### config.mk
export PLATFORM = sky130hd
export DESIGN_NAME = mmio_bus_router
export DESIGN_NICKNAME = d
export VERILOG_FILES = /design/src/rtl/mmio_bus_router.sv
export SDC_FILE = /design/constraint.sdc
export NUM_CORES = 1
export LEC_CHECK = 0
export BUFFER_PORTS_ARGS = -buffer_cell sky130_fd_sc_hd__buf_4
export CORE_ASPECT_RATIO = 0.8
export CORE_UTILIZATION = 40
export CTS_BUF_LIST = sky130_fd_sc_hd__clkbuf_2 sky130_fd_sc_hd__clkbuf_4 sky130_fd_sc_hd__clkbuf_8
export DETAILED_ROUTE_END_ITERATION = 12
export HOLD_SLACK_MARGIN = 0.02
export PLACE_DENSITY = 0.74
export SLEW_MARGIN = 20
export SYNTH_ARGS = -nofsm -noshare
export SYNTH_HDL_FRONTEND = slang
export SYNTH_SLANG_ARGS = --single-unit
export TNS_END_PERCENT = 50
### constraint.sdc
create_clock -name clk -period 10.41 [get_ports clk]
set_clock_uncertainty 0.2 [all_clocks]
set_input_delay 2.082 -clock clk [delete_from_list [all_inputs] [get_ports clk]]
set_output_delay 2.082 -clock clk [all_outputs]
set_load 0.02 [all_outputs]
### src/rtl/mmio_bus_router.sv
// mmio_bus_router: data-side address decoder for the RISC-V core. Accesses
// outside the peripheral windows go to zero-wait data RAM; accesses inside a
// window run a ready/timeout handshake with the addressed peripheral while the
// CPU is stalled, then present registered read data for one DONE cycle.
module mmio_bus_router #(
  parameter int unsigned N_PERIPH    = 2,
  parameter logic [31:0] PERIPH_BASE = 32'h40,
  parameter int unsigned SPAN_LOG2   = 4,
  parameter int unsigned TIMEOUT     = 15,
  parameter logic [31:0] ERR_DATA    = 32'hDEADBEEF
) (
  input  logic                   clk,
  input  logic                   rst,
  input  logic                   memWrite,
  input  logic                   memRead,
  input  logic [31:0]            Addr,
  input  logic [31:0]            WData,
  input  logic [31:0]            mem_rdata,
  output logic [31:0]            Rd_data,
  output logic                   Rd_sel,
  output logic                   stall,
  output logic                   bus_err,
  output logic                   WEM,
  output logic [N_PERIPH-1:0]    periph_sel,
  output logic                   periph_we,
  output logic                   periph_re,
  output logic [SPAN_LOG2-1:0]   periph_addr,
  output logic [31:0]            periph_wdata,
  input  logic [32*N_PERIPH-1:0] periph_rdata,
  input  logic [N_PERIPH-1:0]    periph_ready
);

  localparam int unsigned IDX_W     = (N_PERIPH > 1) ? $clog2(N_PERIPH) : 1;
  localparam logic [31:0] WIN_BYTES = 32'(N_PERIPH) << SPAN_LOG2;
  localparam logic [7:0]  TIMEOUT_C = 8'(TIMEOUT);

  typedef enum logic [1:0] {
    S_IDLE,
    S_WAIT,
    S_DONE
  } state_t;

  state_t               state_q, state_d;
  logic [31:0]          offset;
  logic                 hit;
  logic                 req;
  logic [IDX_W-1:0]     idx;
  logic [IDX_W-1:0]     idx_q;
  logic [SPAN_LOG2-1:0] off_q;
  logic [31:0]          wdata_q;
  logic                 is_write_q;
  logic [7:0]           cnt_q;
  logic [31:0]          rdata_q;
  logic                 err_q;
  logic [N_PERIPH-1:0]  sel_onehot;
  logic                 ready_sel;
  logic                 timeout_hit;
  logic [31:0]          rd_slice;

  // Window decode: unsigned subtract plus range check, so addresses below the
  // base wrap to a huge offset and can never hit.
  always_comb begin
    offset = Addr - PERIPH_BASE;
    hit    = (Addr >= PERIPH_BASE) && (offset < WIN_BYTES);
    idx    = offset[SPAN_LOG2 +: IDX_W];
    req    = hit && (memWrite || memRead);
  end

  // Per-peripheral select, ready and read-data mux for the latched index;
  // ready from any other peripheral never reaches the FSM.
  always_comb begin
    // NOTE: every variable gets a default before any branch so no latch is inferred.
    sel_onehot = '0;
    rd_slice   = '0;
    for (int i = 0; i < int'(N_PERIPH); i++) begin
      sel_onehot[i] = (idx_q == IDX_W'(i));
      if (idx_q == IDX_W'(i)) rd_slice = periph_rdata[i*32 +: 32];
    end
    ready_sel   = |(periph_ready & sel_onehot);
    timeout_hit = (cnt_q + 8'd1) == TIMEOUT_C;
  end

  // State register.
  always_ff @(posedge clk or posedge rst) begin
    // NOTE: sequential state uses non-blocking assignments so every register
    // samples the pre-edge values regardless of statement order.
    if (rst) state_q <= S_IDLE;
    else     state_q <= state_d;
  end

  // Next-state and output decode.
  always_comb begin
    state_d    = state_q;
    stall      = 1'b0;
    WEM        = 1'b0;
    periph_sel = '0;
    periph_we  = 1'b0;
    periph_re  = 1'b0;
    Rd_sel     = 1'b0;
    bus_err    = 1'b0;
    Rd_data    = mem_rdata;
    case (state_q)
      S_IDLE: begin
        WEM = memWrite && !hit;
        if (req) begin
          stall   = 1'b1;
          state_d = S_WAIT;
        end
      end
      S_WAIT: begin
        stall      = 1'b1;
        periph_sel = sel_onehot;
        periph_we  = is_write_q;
        periph_re  = !is_write_q;
        if (ready_sel || timeout_hit) state_d = S_DONE;
      end
      S_DONE: begin
        Rd_sel  = !is_write_q;
        Rd_data = rdata_q;
        bus_err = err_q;
        state_d = S_IDLE;
      end
      default: state_d = S_IDLE;
    endcase
  end

  // Request latch, wait counter and completion capture. Ready takes priority
  // over a timeout that lands in the same cycle.
  always_ff @(posedge clk or posedge rst) begin
    if (rst) begin
      idx_q      <= '0;
      off_q      <= '0;
      wdata_q    <= '0;
      is_write_q <= 1'b0;
      cnt_q      <= '0;
      rdata_q    <= '0;
      err_q      <= 1'b0;
    end else begin
      case (state_q)
        S_IDLE: begin
          if (req) begin
            idx_q      <= idx;
            off_q      <= offset[SPAN_LOG2-1:0];
            wdata_q    <= WData;
            is_write_q <= memWrite;
          end
        end
        S_WAIT: begin
          cnt_q <= cnt_q + 8'd1;
          if (ready_sel) begin
            if (!is_write_q) rdata_q <= rd_slice;
          end else if (timeout_hit) begin
            rdata_q <= ERR_DATA;
            err_q   <= 1'b1;
          end
        end
        S_DONE: begin
          cnt_q <= '0;
          err_q <= 1'b0;
        end
        default: ;
      endcase
    end
  end

  assign periph_addr  = off_q;
  assign periph_wdata = wdata_q;

endmodule

==> metrics <==
Fill cells between 800 and 900; area leader, netlist dfrtp_1; TritonCTS buffer count 9; Final #Nets between 700 and 800; CP Data Required Time 8.13 ns; vias in the first global route between 3000 and 4000; core area between 10000 and 15000 sq um; syn_nets 564; Hold Crit Class reg -> reg; HPWL Detailed around 9400 microns; clk slew on worst S/H paths ~0.080 ns; Top FF cell, synth dfrtp_1; largest cells by area after synthesis dfrtp_1, mux2_2, o21ai_0; Synth Instances 393; PwrDens about 100 nW/um^2; DRC viols 0; detailed-route vias per instance about 5; setup total negative slack 0 ns; multiplexer share of the synthesized area a little over a fifth; simple-gate area share of the yosys netlist 12.4%; wirelength, routed around 12000 microns; unrepaired setup endpoints after global routing no; Seq/Total Area, Yosys between 40% and 50%; Setup CP Type in -> out; largest net degree at the start of global routing slightly above 80; status finished, final reports clean; post-synthesis area per instance roughly 11 sq um; # IOs 242; setup violators final 0; first-pass GRT wire length roughly 19000 microns; Worst VDD drop around 0.065 mV; WL/cell roughly 16 microns; Area Growth Syn to Fin 50.2%; Antenna Nets Post-Route 0; Post-Synth Adder-Cell Area 1.48%; CTS root buf clkbuf_8; Pleak between 3 and 4 nW; crit path max fanout 39; Buffers on Ports between 200 and 250; final slew viol count 0; post-synthesis compound-gate area fraction 12.7%; routability-driven placement congestion ratio roughly 0.85; CTS sink count a little over 80; DRT Pass-1 Iters 4; hold-fix buffers at CTS 0; Post-CTS Setup Inserts 0; CTS tree done; Worst-Margin Slew 0.993 ns; Clock Latency Late Sink about 0.33 ns; vias after detailed routing 3931; worst endpoint data arrival time slightly below 5 ns; endpoints failing hold 0; htree depth 3; Netlist cell types 43; crit path launch type primary input; EDFF count, synth 0; Period minus WS final 7.14 ns; Cell Rows 33; Max Freq roughly 140 MHz; Post-Syn Area approximately 4200 sq um; Seq cells post-synth 81; R2R setup slack between 6 and 7 ns; max-cap violations 0; layout cells sized above 1 53.3%; post-synth top area share between 40% and 50%; Overflow after GRT 0; Die W roughly 120 microns; Clock Path Buffers 2; PostCTS Resize Cnt 0; drt initial violations around 140; Initial Util 41.2%; critical path endpoint category output port; Die Y between 90 and 100 microns; Tcrit/Tclk final between 60 and 70%; Post-Synth XOR/XNOR Area less than 1%; antenna diode count 0; total power about 0.64 mW; Worst slew margin between 30% and 40%; Die Area 11000 sq um; antenna violations before repair 0; GRT Total Usage between 20 and 25%; async set-reset flop share out of synthesis between 90% and 100%; yosys warns 0; largest family of logic cells by synthesized area multiplexers
-- cells in the final DEF (no fill, tap or decap), drive strengths merged, types with 6 or more instances in the layout --
cell and count:
clkbuf 10, inv 9, nor2 18, a21oi 6, o31ai 9, buf 244, o21ai 34, o22ai 26
mux2i 9, mux2 70, nand2 39, dfrtp 81
-- path summary, 6_finish.rpt --
path,startpoint,to,cells past startpoint
min in group asynchronous,rst,periph_wdata[23]$_DFFE_PP0P_,3
worst max register to register,idx_q$_DFFE_PP0P_,rdata_q[8]$_DFFE_PP0P_,6
max in group asynchronous,rst,cnt_q[4]$_DFFE_PP0P_,3
worst max-delay path,Addr[19],stall,10
worst min register to register,rdata_q[20]$_DFFE_PP0P_,rdata_q[20]$_DFFE_PP0P_,2
worst min-delay path,rdata_q[20]$_DFFE_PP0P_,rdata_q[20]$_DFFE_PP0P_,2
-- worst max-delay path, stage by stage --
cell	delay, ns
buf_4	0.12
or4_4	0.55
or3_4	0.37
or4_1	0.47
a2111o_1	0.47
nor2_1	0.10
nand4_1	0.10
buf_4	0.30
nand2_1	0.14
buf_4	0.14
-- area by class of cell --
cell class,count,area [sq um],share of cell area (%)
multi-input combinational,280,2080,32.8
sequential,81,2030,31.9
inverter,9,35.0,0.551
tap,140,175,2.76
clock buffer,10,131,2.07
timing repair buffer,244,1840,28.9
clock inverter,6,67.6,1.06
-- kinds of logic after synthesis --
kind of cell             Yosys count
adder cells (fa/ha/maj)            5
buffers and inverters             32
multiplexers                      79
AND/OR/NAND/NOR                  105
flip-flops                        81
AO/OA/AOI/OAI                     87
XOR/XNOR                           4
-- per-stage QoR --
step | utilization (%) | area [sq um] | setup slack, ns | std cells | hold slack [ns]
6_report | 61.8 | 6360 | 3.27 | 770 | 0.278
5_1_grt | 61.8 | 6360 | 3.09 | 770 | 0.307
4_1_cts | 61.8 | 6350 | 3.26 | 770 | 0.283
3_5_place_dp | 59.9 | 6150 | 3.26 | 754 | 0.264
3_3_place_gp | 59.9 | 6150 | 3.31 | 754 | 0.255
2_1_floorplan | - | 4230 | 3.54 | 393 | 0.242
-- layer usage --
metal  global-route usage, %  share of wire, %  vias up
li1                        -                 -     1899
met1                    27.0                41     1858
met2                    39.2                51      156
met3                    4.71               5.6       18
met4                    8.44               1.9        0
met5                       0                 0        -
-- flip-flops by register name, indices dropped and copies added (netlist names) --
name / count
cnt_q: 8
err_q: 1
idx_q: 1
is_write_q: 1
periph_addr: 4
periph_wdata: 32
rdata_q: 32
state_q: 2
-- Yosys cell counts (3+ instances only) --
cell	n
dfrtp_1	81
mux2_2	61
nand2_1	39
o21ai_0	33
o22ai_1	26
clkbuf_1	18
nor2_1	18
inv_1	9
mux2_4	9
mux2i_1	9
o31ai_1	9
a21oi_1	6
and3_1	5
ha_1	5
nand3_1	5
nor3_1	5
a22o_1	4
and2_1	4
nand2b_1	4
nand4_1	4
nor4_1	4
or3_1	4
or4_1	4
xnor2_1	3
-- report_power, final --
| group | total, mW | internal, mW | leakage, nW | switching (mW) |
|---|---|---|---|---|
| Sequential | 0.314 | 0.314 | 1.13 | 0.000000551 |
| Clock | 0.227 | 0.114 | 0.0963 | 0.113 |
| Combinational | 0.0951 | 0.0572 | 1.95 | 0.0379 |
| Total | 0.637 | 0.486 | 3.18 | 0.151 |
Power figures use the tool's default switching activity.
